$ cat config.mk
export PLATFORM = sky130hd
export DESIGN_NAME = gcd_unit_hs
export DESIGN_NICKNAME = d
export VERILOG_FILES = /design/src/rtl/gcd_pkg.sv /design/src/rtl/gcd_unit_hs_dpath.sv /design/src/rtl/gcd_unit_hs.sv
export SDC_FILE = /design/constraint.sdc
export NUM_CORES = 1
export LEC_CHECK = 0
export CELL_PAD_IN_SITES_DETAIL_PLACEMENT = 0
export CELL_PAD_IN_SITES_GLOBAL_PLACEMENT = 1
export CORE_ASPECT_RATIO = 1.5
export CORE_UTILIZATION = 40
export CTS_CLUSTER_SIZE = 30
export DETAILED_ROUTE_END_ITERATION = 6
export PLACE_DENSITY_LB_ADDON = 0.25
export SLEW_MARGIN = 20
export SYNTH_ARGS = -nofsm -noshare
export SYNTH_HDL_FRONTEND = slang
export SYNTH_HIERARCHICAL = 1
export SYNTH_SLANG_ARGS = --single-unit
$ cat constraint.sdc
create_clock -name clk -period 10.6 [get_ports clk]
set_input_delay 2.12 -clock clk [delete_from_list [all_inputs] [get_ports clk]]
set_output_delay 2.12 -clock clk [all_outputs]
set_load 0.005 [all_outputs]
$ cat src/rtl/gcd_pkg.sv
// rtl/gcd_pkg.sv - shared FSM state type and default parameters for the GCD unit
package gcd_pkg;

    typedef enum logic [1:0] {
        ST_IDLE = 2'd0,
        ST_CALC = 2'd1,
        ST_DONE = 2'd2
    } gcd_state_t;

    localparam int GCD_W_DEF        = 32;
    localparam int GCD_CW_DEF       = 16;
    localparam int GCD_EARLY_EQ_DEF = 1;

endpackage

$ cat src/rtl/gcd_unit_hs_dpath.sv
// rtl/gcd_unit_hs_dpath.sv - A/B operand registers, swap/subtract muxing and comparators
module gcd_unit_hs_dpath
    import gcd_pkg::*;
#(
    parameter int W = GCD_W_DEF
) (
    input  logic         clk,
    input  logic         reset_n,
    input  logic         load,
    input  logic         swap,
    input  logic         sub,
    input  logic [W-1:0] req_a,
    input  logic [W-1:0] req_b,
    output logic [W-1:0] a,
    output logic         a_lt_b,
    output logic         a_eq_b,
    output logic         b_zero
);

    logic [W-1:0] b;

    // Control guarantees at most one of load/swap/sub per cycle; load wins regardless.
    always_ff @(posedge clk or negedge reset_n) begin
        if (!reset_n) begin
            a <= '0;
            b <= '0;
        end else if (load) begin
            a <= req_a;
            b <= req_b;
        end else if (swap) begin
            a <= b;
            b <= a;
        end else if (sub) begin
            a <= a - b;
        end
    end

    assign a_lt_b = (a < b);
    assign a_eq_b = (a == b);
    assign b_zero = (b == '0);

endmodule

$ cat src/rtl/gcd_unit_hs.sv
// rtl/gcd_unit_hs.sv - handshaked subtractive GCD unit with saturating iteration counter
module gcd_unit_hs
    import gcd_pkg::*;
#(
    parameter int W        = GCD_W_DEF,
    parameter int CW       = GCD_CW_DEF,
    parameter int EARLY_EQ = GCD_EARLY_EQ_DEF
) (
    input  logic          clk,
    input  logic          reset_n,
    input  logic          req_val,
    output logic          req_rdy,
    input  logic [W-1:0]  req_a,
    input  logic [W-1:0]  req_b,
    output logic          resp_val,
    input  logic          resp_rdy,
    output logic [W-1:0]  resp_data,
    output logic [CW-1:0] resp_cnt,
    output logic          busy
);

    localparam logic [CW-1:0] CNT_MAX = '1;

    gcd_state_t    state, state_next;
    logic [CW-1:0] cnt;
    logic          load, swap, sub;
    logic [W-1:0]  a;
    logic          a_lt_b, a_eq_b, b_zero;

    gcd_unit_hs_dpath #(.W(W)) u_dpath (
        .clk     (clk),
        .reset_n (reset_n),
        .load    (load),
        .swap    (swap),
        .sub     (sub),
        .req_a   (req_a),
        .req_b   (req_b),
        .a       (a),
        .a_lt_b  (a_lt_b),
        .a_eq_b  (a_eq_b),
        .b_zero  (b_zero)
    );

    always_ff @(posedge clk or negedge reset_n) begin
        if (!reset_n) begin
            state <= ST_IDLE;
        end else begin
            state <= state_next;
        end
    end

    always_comb begin
        state_next = state;
        load       = 1'b0;
        swap       = 1'b0;
        sub        = 1'b0;
        unique case (state)
            ST_IDLE: begin
                if (req_val) begin
                    load       = 1'b1;
                    state_next = ST_CALC;
                end
            end
            ST_CALC: begin
                // Swap first keeps A >= B, so the subtract below can never underflow.
                if (a_lt_b) begin
                    swap = 1'b1;
                end else if (b_zero) begin
                    state_next = ST_DONE;
                end else if ((EARLY_EQ != 0) && a_eq_b) begin
                    state_next = ST_DONE;
                end else begin
                    sub = 1'b1;
                end
            end
            ST_DONE: begin
                if (resp_rdy) begin
                    state_next = ST_IDLE;
                end
            end
            default: begin
                state_next = ST_IDLE;
            end
        endcase
    end

    always_ff @(posedge clk or negedge reset_n) begin
        if (!reset_n) begin
            cnt <= '0;
        end else if (load) begin
            cnt <= '0;
        end else if ((swap || sub) && (cnt != CNT_MAX)) begin
            cnt <= cnt + 1'b1;
        end
    end

    assign req_rdy   = (state == ST_IDLE);
    assign resp_val  = (state == ST_DONE);
    assign busy      = (state != ST_IDLE);
    assign resp_data = a;
    assign resp_cnt  = cnt;

endmodule

==> results of run 1 <==
==> critical path: stages (launching register included) <==
cell and delay [ps]:
dfrtp_1 390, inv_1 60, ha_1 220, fa_1 420, nor2b_4 140, o21a_1 150
o21a_1 160, o31a_4 160, o21ai_4 80, a21boi_0 340, nor2_1 100, o21a_1 230
nor4_2 330, clkinv_1 600, nor2_1 660, a21oi_1 90, o21ai_0 360, nand2_1 100
nor3_1 120, or3_1 130
==> power groups by stage <==
stage | clock [W] | combinational, W | sequential (W)
after global routing | 0.000358 | 0.00243 | 0.000668
after global placement | 0 | 0.00216 | 0.000645
after detailed placement | 0 | 0.00218 | 0.000649
after CTS | 0.000347 | 0.00219 | 0.000647
final | 0.000340 | 0.00221 | 0.000647
after floorplan | 0 | 0.00158 | 0.000596
==> cell families after synthesis <==
logic type	synth area share (%)
mux	6.76
fa+ha+maj	6.92
buf+inv	5.22
simple gates	19.9
xor+xnor	2.24
flops	32.8
compound gates	26.1
==> placed cells by master (no fill, tap or decap), types with 14 or more instances in the layout <==
master / Yosys / layout
inv_1: 46 / 45
nand4_1: 15 / 15
nor4_1: 18 / 17
nand2_1: 91 / 91
o21ai_0: 73 / 73
a21o_1: 19 / 19
clkdlybuf4s50_1: 0 / 117
dfrtp_1: 82 / 82
a22oi_1: 14 / 14
nor3_1: 28 / 28
ha_1: 33 / 33
nor2_1: 30 / 30
mux2i_1: 40 / 40
a21oi_1: 74 / 74
==> state kept, by name, indices dropped and copies added, names as in the netlist <==
register   count
u_dpath/b     32
resp_cnt      16
state          2
u_dpath/a     32
==> per-stage QoR <==
stage	instances	instance area, um2	setup slack [ps]	util (%)
floorplan	756	6260	6760	-
global route	1055	7900	5350	51.9
detailed placement	1039	7580	5800	49.9
CTS	1055	7900	5760	51.9
finish	1055	7900	5720	51.9
global placement	1039	7580	5900	49.9
==> per-layer routing <==
metal	wire, um	GRT usage, %	vias to the layer above	share of wire, %
li1	-	-	2986	-
met1	8120	29.3	2992	41
met2	10200	44.6	200	51
met3	885	4.27	43	4.4
met4	663	11.0	0	3.3
met5	0	0	-	0
==> worst max path at each step <==
stage	startpoint	end	slack, ps	cells past startpoint
floorplan	u_dpath/a[0]	u_dpath/a[20]	6760	20
global placement	req_val	u_dpath/a[17]	5900	8
detailed placement	u_dpath/a[0]	u_dpath/a[20]	5800	19
CTS	u_dpath/a[0]	u_dpath/a[20]	5760	19
global route	u_dpath/a[0]	u_dpath/a[20]	5350	19
finish	u_dpath/a[0]	u_dpath/a[20]	5720	19
==> area by class of cell <==
cell class,count,area (um2)
flip-flops and latches,82,2050
well taps,199,249
fillers,1467,7310
multi-input cells,588,3890
repair buffers,123,1220
inverters,47,179
clock inverters,5,78.8
clock buffers,11,233
==> summary.md, run 1 <==
| Metric | Value |
|---|---|
| Mapped Nets | `858` |
| DIE HEIGHT | `155 um` |
| Number of diodes | `0` |
| Flop pwr share | `20.3%` |
| Gr ovfl total | `0` |
| Pwr/cell area | `404 nW/um2` |
| Top-area cell type share of the netlist area | `32.8%` |
| WS Path Type | `flip-flop to flip-flop` |
| Most frequent cells after synthesis | `nand2_1, dfrtp_1, a21oi_1, o21ai_0, inv_1` |
| Ports | `119` |
| DP HPWL | `14,700 um` |
| Clk_lat worst skew | `350 ps` |
| Reg2reg path depth | `19` |
| Via density per instance | `5.90` |
| Worst VDD drop | `0.000195 V` |
| First-pass iteration count of the detailed router | `5` |
| Initial Utilization | `41.1%` |
| Status | `finished, final reports clean` |
| Setup-failing EPs final | `0` |
| Sink Count | `82` |
| Max cap viols | `0` |
| Largest cells by area after synthesis | `dfrtp_1, ha_1, mux2i_1, a21oi_1, o21ai_0` |
| Net switching share of the total power | `49.2%` |
| Warnings, synthesis | `6` |
| Final total power | `0.00319 W` |
| GRT Util Overall | `25.0%` |
| Final Cycle Share | `46.0%` |
| Critical path arrival | `5170 ps` |
| Clock power share | `10.7%` |
| Most used DFF post-synth | `dfrtp_1` |
| Syn-to-layout area delta | `26.2%` |
| Cts hold-fix bufs | `0` |
| Endpoint, Worst Hold | `resp_cnt[14]` |
| Proportion of layout cells with a drive suffix above 1 | `5.14%` |
| Yosys top cell by area | `dfrtp_1` |
| Post-synth ARST share | `100%` |
| Final count of hold timing violations | `0` |
| HP Start | `resp_cnt[14]` |
| Reg-to-Reg End | `u_dpath/a[20]` |
| CTS Root Cell | `clkbuf_16` |
| Global-route wire length before repair | `31,900 um` |
| Initial antenna violation count | `0` |
| TritonCTS buffer count | `9` |
| Post-Syn Instances | `756` |
| Largest net degree at the start of global routing | `83` |
| CTS max path bufs | `2` |
| DRT iter0 DRCs | `328` |
| Worst Hold Class | `flip-flop to flip-flop` |
| CTS tree | `built` |
| P_leak | `3.35 nW` |
| Final ANT Viol Nets | `0` |
| CORE AREA | `15,200 um2` |
| Comb power frac | `69.1%` |
| Port Buffer Count | `118` |
| Hold Slack | `548 ps` |
| R2r setup slk | `5720 ps` |
| Worst Path Required | `10,890 ps` |
| RSZ-0062 raised after global routing | `false` |
| Via count of the routed design | `6,221` |
| FF-to-FF Start | `u_dpath/a[0]` |
| Die X | `104 um` |
| Max Freq | `205 MHz` |
| Post-cts resize count | `0` |
| H-tree Lvls | `3` |
| Slew headroom | `25.5%` |
| Setup TNS | `0 ps` |
| Drc violations | `0` |
| Sequential area share after synthesis | `32.8%` |
| Number of synthesized register bits | `82` |
| Crit start category | `flip-flop` |
| Die area | `16,200 um2` |
| Critical-path maximum fanout | `19` |
| Reg clk slew, reported paths | `60 ps` |
| Worst-Margin Slew | `1120 ps` |
| Crit. End Element | `flip-flop` |
| Cell Area, Synth | `6260 um2` |
| Clock Skews | `6.70 ps` |
| Routability Congestion | `0.921` |
| Post-CTS Setup Repair Bufs | `0` |
| Cell depth of the worst hold path | `1` |
| Post-synth EDFFs | `0` |
| Crit path time final | `4880 ps` |
| Site Rows | `55` |
| WL/cell | `18.9 um` |
| Post-synth cell types | `71` |
| Top-count cell post-synth | `nand2_1` |
| Avg Inst Size Synth | `8.28 um2` |
| Int Pwr | `0.00162 W` |
| Final net count | `953` |
| Vias in the first global route | `6,132` |
| Final Max Slew Viols | `0` |
| Psw | `0.00157 W` |
| Routed WL | `19,900 um` |
Note: power is estimated with default switching activity, not from simulation.
==> run 2, diff against run 1 <==
Settings changed: CORE_UTILIZATION 40 to 36.
Clock period 10.6 ns to 4 ns, I/O delays scaled along.
==> run 2 against run 1 <==
Sequential share of layout area fell by 0.51 points. Combinational power rose to 2.8 times the previous value. Worst setup slack got worse by 5500 ps. Cell count rose by 2.8%. Flip-flop and latch count did not move. Largest cell class unchanged. Largest power group unchanged.
==> summary.md, run 2 (synthesis results as in run 1) <==
| Metric | Value |
|---|---|
| Status | `finished, final reports clean` |
| Final total power | `0.00862 W (+170%)` |
| Routed WL | `20,500 um (+3.1%)` |
| Worst-Margin Slew | `869 ps (-249 ps)` |
| Crit start category | `flip-flop` |
| Crit path time final | `3760 ps (-1120 ps)` |
| RSZ-0062 raised after global routing | `false` |
| Setup TNS | `0 ps (unchanged)` |
| Final Cycle Share | `94.1% (+48 points)` |
| Crit. End Element | `flip-flop` |
| Cell area after layout | `8050 um2 (+2.0%)` |
| Final Max Slew Viols | `0 (unchanged)` |
| Critical path arrival | `3990 ps (-1180 ps)` |
| Gr ovfl total | `0 (unchanged)` |
| Drc violations | `0 (unchanged)` |
| Max Freq | `266 MHz (+30%)` |
| WL/cell | `18.9 um (+0.22%)` |
| Final ANT Viol Nets | `0 (unchanged)` |
| DIE HEIGHT | `163 um (+5.3%)` |
| Ports | `119 (unchanged)` |
| Leading cell type in the layout, fill and taps excluded | `clkdlybuf4s50_1` |
| Cts hold-fix bufs | `0 (unchanged)` |
| Sink Count | `82 (unchanged)` |
| Critical-path maximum fanout | `6 (-13)` |
| Clock power share | `9.5% (-1.2 points)` |
| Clk_lat worst skew | `360 ps (about the same)` |
| WS Path Type | `flip-flop to flip-flop` |
| Worst Hold Class | `flip-flop to flip-flop` |
| CORE AREA | `16,900 um2 (+11%)` |
| Reg clk slew, reported paths | `70 ps (about the same)` |
| CTS tree | `built` |
| Int Pwr | `0.00436 W (+170%)` |
| Clock Skews | `7.97 ps (+1.27 ps)` |
| Port Buffer Count | `118 (unchanged)` |
| TritonCTS buffer count | `9 (unchanged)` |
| Dpl ws | `94.7 ps (-5700 ps)` |
| Die X | `110 um (+5.3%)` |
| Proportion of layout cells with a drive suffix above 1 | `7.43% (+2.3 points)` |
| CTS max path bufs | `2 (unchanged)` |
| P_leak | `3.44 nW (+2.7%)` |
| Die area | `17,900 um2 (+11%)` |
| Commonest non-fill, non-tap cells in the layout | `clkdlybuf4s50_1, nand2_1, dfrtp_1` |
| Pwr/cell area | `1070 nW/um2 (+160%)` |
| Setup-failing EPs final | `0 (unchanged)` |
| Site Rows | `58 (+5.5%)` |
| Initial antenna violation count | `0 (unchanged)` |
| Via count of the routed design | `6,237 (+0.26%)` |
| DRT iter0 DRCs | `352 (+7.3%)` |
| Syn-to-layout area delta | `28.7%` |
| Global-route wire length before repair | `32,500 um (+1.7%)` |
| Worst Path Required | `4230 ps (-6660 ps)` |
| Largest net degree at the start of global routing | `86 (+3.6%)` |
| DP HPWL | `15,300 um (+4.3%)` |
| GRT Util Overall | `23.5% (-1.4 points)` |
| Number of diodes | `0 (unchanged)` |
| Net switching share of the total power | `49.4% (+0.19 points)` |
| CTS Root Cell | `clkbuf_16` |
| Worst VDD drop | `0.000423 V (+120%)` |
| Slew headroom | `42.1% (+17 points)` |
| Initial Utilization | `37.0% (-4.1 points)` |
| Flop pwr share | `19.9% (-0.4 points)` |
| Via density per instance | `5.75 (-2.5%)` |
| Max cap viols | `0 (unchanged)` |
| First-pass iteration count of the detailed router | `5 (unchanged)` |
| Final count of hold timing violations | `0 (unchanged)` |
| H-tree Lvls | `3 (unchanged)` |
| Post-route setup slack | `236 ps (-5480 ps)` |
| Comb power frac | `70.7% (+1.6 points)` |
| Post-DP Area | `7740 um2 (+2.1%)` |
| Psw | `0.00426 W (+170%)` |
| Vias in the first global route | `6,396 (+4.3%)` |
| Final net count | `972 (+2.0%)` |
| Routability Congestion | `0.973 (+5.6%)` |
==> run 2: changes by cell type in the layout (fill, tap and decap cells not counted), sizes merged <==
cell	delta
clkinvlp	+1
buf	+18
bufinv	-2
clkbuf	+2
==> run 2: worst paths after layout <==
kind,to,from,cells after the start,slack (ps)
worst max-delay path,u_dpath/a[17],u_dpath/a[0],17,240
worst min-delay path,resp_cnt[14],resp_cnt[14],1,540
worst max register to register,u_dpath/a[17],u_dpath/a[0],17,240
worst min register to register,resp_cnt[14],resp_cnt[14],1,540
max in group asynchronous,u_dpath/b[22],reset_n,2,2600
min in group asynchronous,u_dpath/b[13],reset_n,1,560
==> run 2: cell type report <==
type	instances	area, um2
multi-input cells	588	3900
repair buffers	142	1380
well taps	210	263
inverters	47	178
clock buffers	12	256
fillers	1678	8850
clock inverters	4	26.3
flip-flops and latches	82	2050
==> run 2: metal layers <==
layer  share of wire [%]  vias up  global-route usage, %
met5                   0        -                      0
met4                 2.8        0                   10.6
met3                 4.1       32                   3.03
met2                  51      173                   41.9
met1                  42     3018                   27.6
li1                    -     3014                      -
==> run 2: power groups by stage <==
| stage | registers (W) | clock network [W] | logic (W) |
|---|---|---|---|
| floorplan | 0.00158 | 0 | 0.00419 |
| global placement | 0.00171 | 0 | 0.00587 |
| detailed placement | 0.00172 | 0 | 0.00597 |
| CTS | 0.00172 | 0.000826 | 0.00600 |
| global route | 0.00177 | 0.000863 | 0.00672 |
| finish | 0.00171 | 0.000815 | 0.00609 |
==> run 2: worst max-delay path, cell delays in order, from the launching register on <==
cell and delay [ps]:
dfrtp_1 390, inv_1 60, ha_1 220, fa_1 430
nor2b_4 130, o21a_1 140, o21a_1 150, o31a_4 160
o21ai_4 80, a21boi_1 230, nor2_1 80, o21a_1 220
and2_4 180, or2_2 350, a21o_1 210, or4_1 410
o211ai_1 110, a211oi_1 70
==> run 2: repair_timing <==
action                     CTS  global route
gates resized for setup      0             8
setup endpoints to repair    0            23
hold endpoints to repair     0             0
setup buffers                0             0
==> run 2: per-stage QoR <==
stage / cells / hold WS, ps / utilization (%)
floorplan: 756 / 504 / -
global placement: 1068 / 531 / 45.8
detailed placement: 1068 / 525 / 45.8
CTS: 1084 / 541 / 47.5
global route: 1085 / 581 / 47.6
finish: 1085 / 541 / 47.6
==> run 3, diff against run 2 <==
Settings changed: CORE_MARGIN set to 4, GPL_ROUTABILITY_DRIVEN set to 0, RECOVER_POWER set to 25.
==> run 3 against run 2 <==
The flow now finishes with violations (max-capacitance violations, max-slew violations). First-iteration DRC count up 33%. Core utilization up 0.45 points. Worst setup slack improved by 37 ps. Maximum frequency increased by 1.0%. Cell count unchanged. Flip-flop and latch count did not move. Combinational power grew 2%. Clock skew barely moved. Wire length grew 2.0%. Hold slack improved by 14 ps. Critical path depth is 1 higher. Clock-buffer cell count is the same.
==> summary.md, run 3 (synthesis results as in run 1) <==
| Metric | Value |
|---|---|
| Status | `finished with violations` |
| Failing checks | `max-capacitance violations, max-slew violations` |
| Clk_lat worst skew | `350 ps (about the same)` |
| Site Rows | `58 (unchanged)` |
| Reg clk slew, reported paths | `70 ps (about the same)` |
| Int Pwr | `0.00456 W (+4.5%)` |
| CTS tree | `built` |
| CORE AREA | `16,900 um2 (unchanged)` |
| Cts hold-fix bufs | `0 (unchanged)` |
| TritonCTS buffer count | `9 (unchanged)` |
| Fillers | `1,706 (+1.7%)` |
| Crit-path max cell delay | `390 ps (-40 ps)` |
| Post-DP Area | `7770 um2 (+0.32%)` |
| DRT iter0 DRCs | `467 (+33%)` |
| Final Max Slew Viols | `83 (+83)` |
| Global-route wire length before repair | `33,400 um (+2.9%)` |
| Pwr/cell area | `1090 nW/um2 (+1.5%)` |
| WS Path Type | `flip-flop to flip-flop` |
| Initial antenna violation count | `0 (unchanged)` |
| DIE HEIGHT | `169 um (+3.7%)` |
| Routed WL | `20,900 um (+2.0%)` |
| GRT Util Overall | `21.4% (-2.2 points)` |
| Gr ovfl total | `0 (unchanged)` |
| Proportion of layout cells with a drive suffix above 1 | `7.66% (+0.23 points)` |
| Largest net degree at the start of global routing | `134 (+56%)` |
| Final ANT Viol Nets | `0 (unchanged)` |
| Via count of the routed design | `6,236 (-0.016%)` |
| Cell area after layout | `8130 um2 (+0.95%)` |
| Cell depth of the worst hold path | `1 (unchanged)` |
| Syn-to-layout area delta | `29.9%` |
| Final net count | `972 (unchanged)` |
| Hold Slack | `554 ps (+13.6 ps)` |
| Vias in the first global route | `6,394 (-0.031%)` |
| Leading cell type in the layout, fill and taps excluded | `clkdlybuf4s50_1` |
| Worst VDD drop | `0.000823 V (+95%)` |
| Slowest stage cell, crit path | `dfrtp_1` |
| Clock power share | `10.6% (+1.1 points)` |
| Final Cycle Share | `93.2% (-0.93 points)` |
| Crit start category | `flip-flop` |
| Die X | `116 um (+5.5%)` |
| Die area | `19,600 um2 (+9.3%)` |
| Comb power frac | `70.2% (-0.5 points)` |
| Commonest non-fill, non-tap cells in the layout | `clkdlybuf4s50_1, nand2_1, dfrtp_1` |
| Slew headroom | `-44.8% (-87 points)` |
| Net switching share of the total power | `48.4% (-0.98 points)` |
| Reg2reg path depth | `18 (+1)` |
| DP HPWL | `15,300 um (-0.12%)` |
| Crit path time final | `3730 ps (-37.3 ps)` |
| Worst Path Required | `4250 ps (+20 ps)` |
| Clock Skews | `7.49 ps (-0.478 ps)` |
| Psw | `0.00427 W (+0.45%)` |
| Setup-failing EPs final | `0 (unchanged)` |
| CTS Root Cell | `clkbuf_16` |
| Flop pwr share | `19.2% (-0.7 points)` |
| Number of diodes | `0 (unchanged)` |
| Setup TNS | `0 ps (unchanged)` |
| Final count of hold timing violations | `0 (unchanged)` |
| H-tree Lvls | `3 (unchanged)` |
| Multi-input logic area | `3900 um2 (about the same)` |
| Port Buffer Count | `118 (unchanged)` |
| Critical-path maximum fanout | `12 (+6)` |
| Worst-Margin Slew | `2170 ps (+1300 ps)` |
| CTS max path bufs | `2 (unchanged)` |
| Ports | `119 (unchanged)` |
| Critical path arrival | `3980 ps (about the same)` |
| Sink Count | `82 (unchanged)` |
| R2r setup slk | `270 ps (+40 ps)` |
| Worst Hold Class | `flip-flop to flip-flop` |
| P_leak | `3.48 nW (+0.88%)` |
| Max cap viols | `1 (+1)` |
| Via density per instance | `5.75 (about the same)` |
| First-pass iteration count of the detailed router | `5 (unchanged)` |
| Crit. End Element | `flip-flop` |
| Max Freq | `268 MHz (+1.0%)` |
| WL/cell | `19.3 um (+2.0%)` |
| RSZ-0062 raised after global routing | `false` |
| Initial Utilization | `37.0% (unchanged)` |
| Register area | `2050 um2 (unchanged)` |
| Drc violations | `0 (unchanged)` |
| Crit-path cells | `inv_1, ha_1, fa_2, nor2b_4, o21a_1, o21a_1, o31a_4, o21ai_4, a21boi_0, nor2_1, o21a_2, and2_4, or2_2, buf_4, nor2_1, buf_4, a22oi_1, o21ai_0` |
==> run 3: critical path, delay by kind of cell, from the launching register on <==
kind / cells / cell delay, ps
buf+inv: 3 / 520
fa+ha+maj: 2 / 610
compound gates: 8 / 1240
simple gates: 5 / 870
flops: 1 / 390
==> run 3: area by class of cell <==
cell class | instances | share of cell area, %
multi-input combinational | 588 | 48.0
sequential | 82 | 25.2
timing repair buffer | 142 | 17.3
tap | 210 | 3.23
clock buffer | 12 | 3.15
inverter | 47 | 2.19
clock inverter | 4 | 0.908
==> run 3: power by group through the flow <==
stage	Combinational (W)	Sequential [W]	Clock [W]
after floorplan	0.00419	0.00158	0
after detailed placement	0.00604	0.00171	0
after CTS	0.00608	0.00170	0.000964
after global routing	0.00685	0.00176	0.00100
after global placement	0.00596	0.00170	0
final	0.00620	0.00169	0.000940
==> run 3: worst paths after layout <==
check / from / to
worst max-delay path: u_dpath/a[0] / u_dpath/a[3]
max in group asynchronous: reset_n / u_dpath/a[23]
min in group asynchronous: reset_n / u_dpath/a[11]
worst min register to register: resp_cnt[14] / resp_cnt[14]
worst max register to register: u_dpath/a[0] / u_dpath/a[3]
worst min-delay path: resp_cnt[14] / resp_cnt[14]
==> run 3: repair_timing <==
| item | CTS | global route |
|---|---|---|
| gates resized for setup | 0 | 8 |
| endpoints found under the setup margin | 0 | 21 |
| buffers inserted | 0 | 0 |
==> run 3: routing by layer <==
metal	up-vias	part of all wire, %	track usage, %
met5	-	0	0
met4	0	2.8	8.53
met3	37	4.8	2.85
met2	188	51	38.1
met1	3010	41	25.6
li1	3001	-	-
==> run 3: stage by stage <==
stage / setup WS (ps) / util (%) / power [W] / instances
floorplan: 161 / - / 0.00577 / 756
global placement: 285 / 45.9 / 0.00766 / 1068
detailed placement: 71.9 / 45.9 / 0.00775 / 1068
CTS: 26.0 / 47.9 / 0.00874 / 1084
global route: 20.7 / 48.1 / 0.00961 / 1085
finish: 273 / 48.1 / 0.00883 / 1085
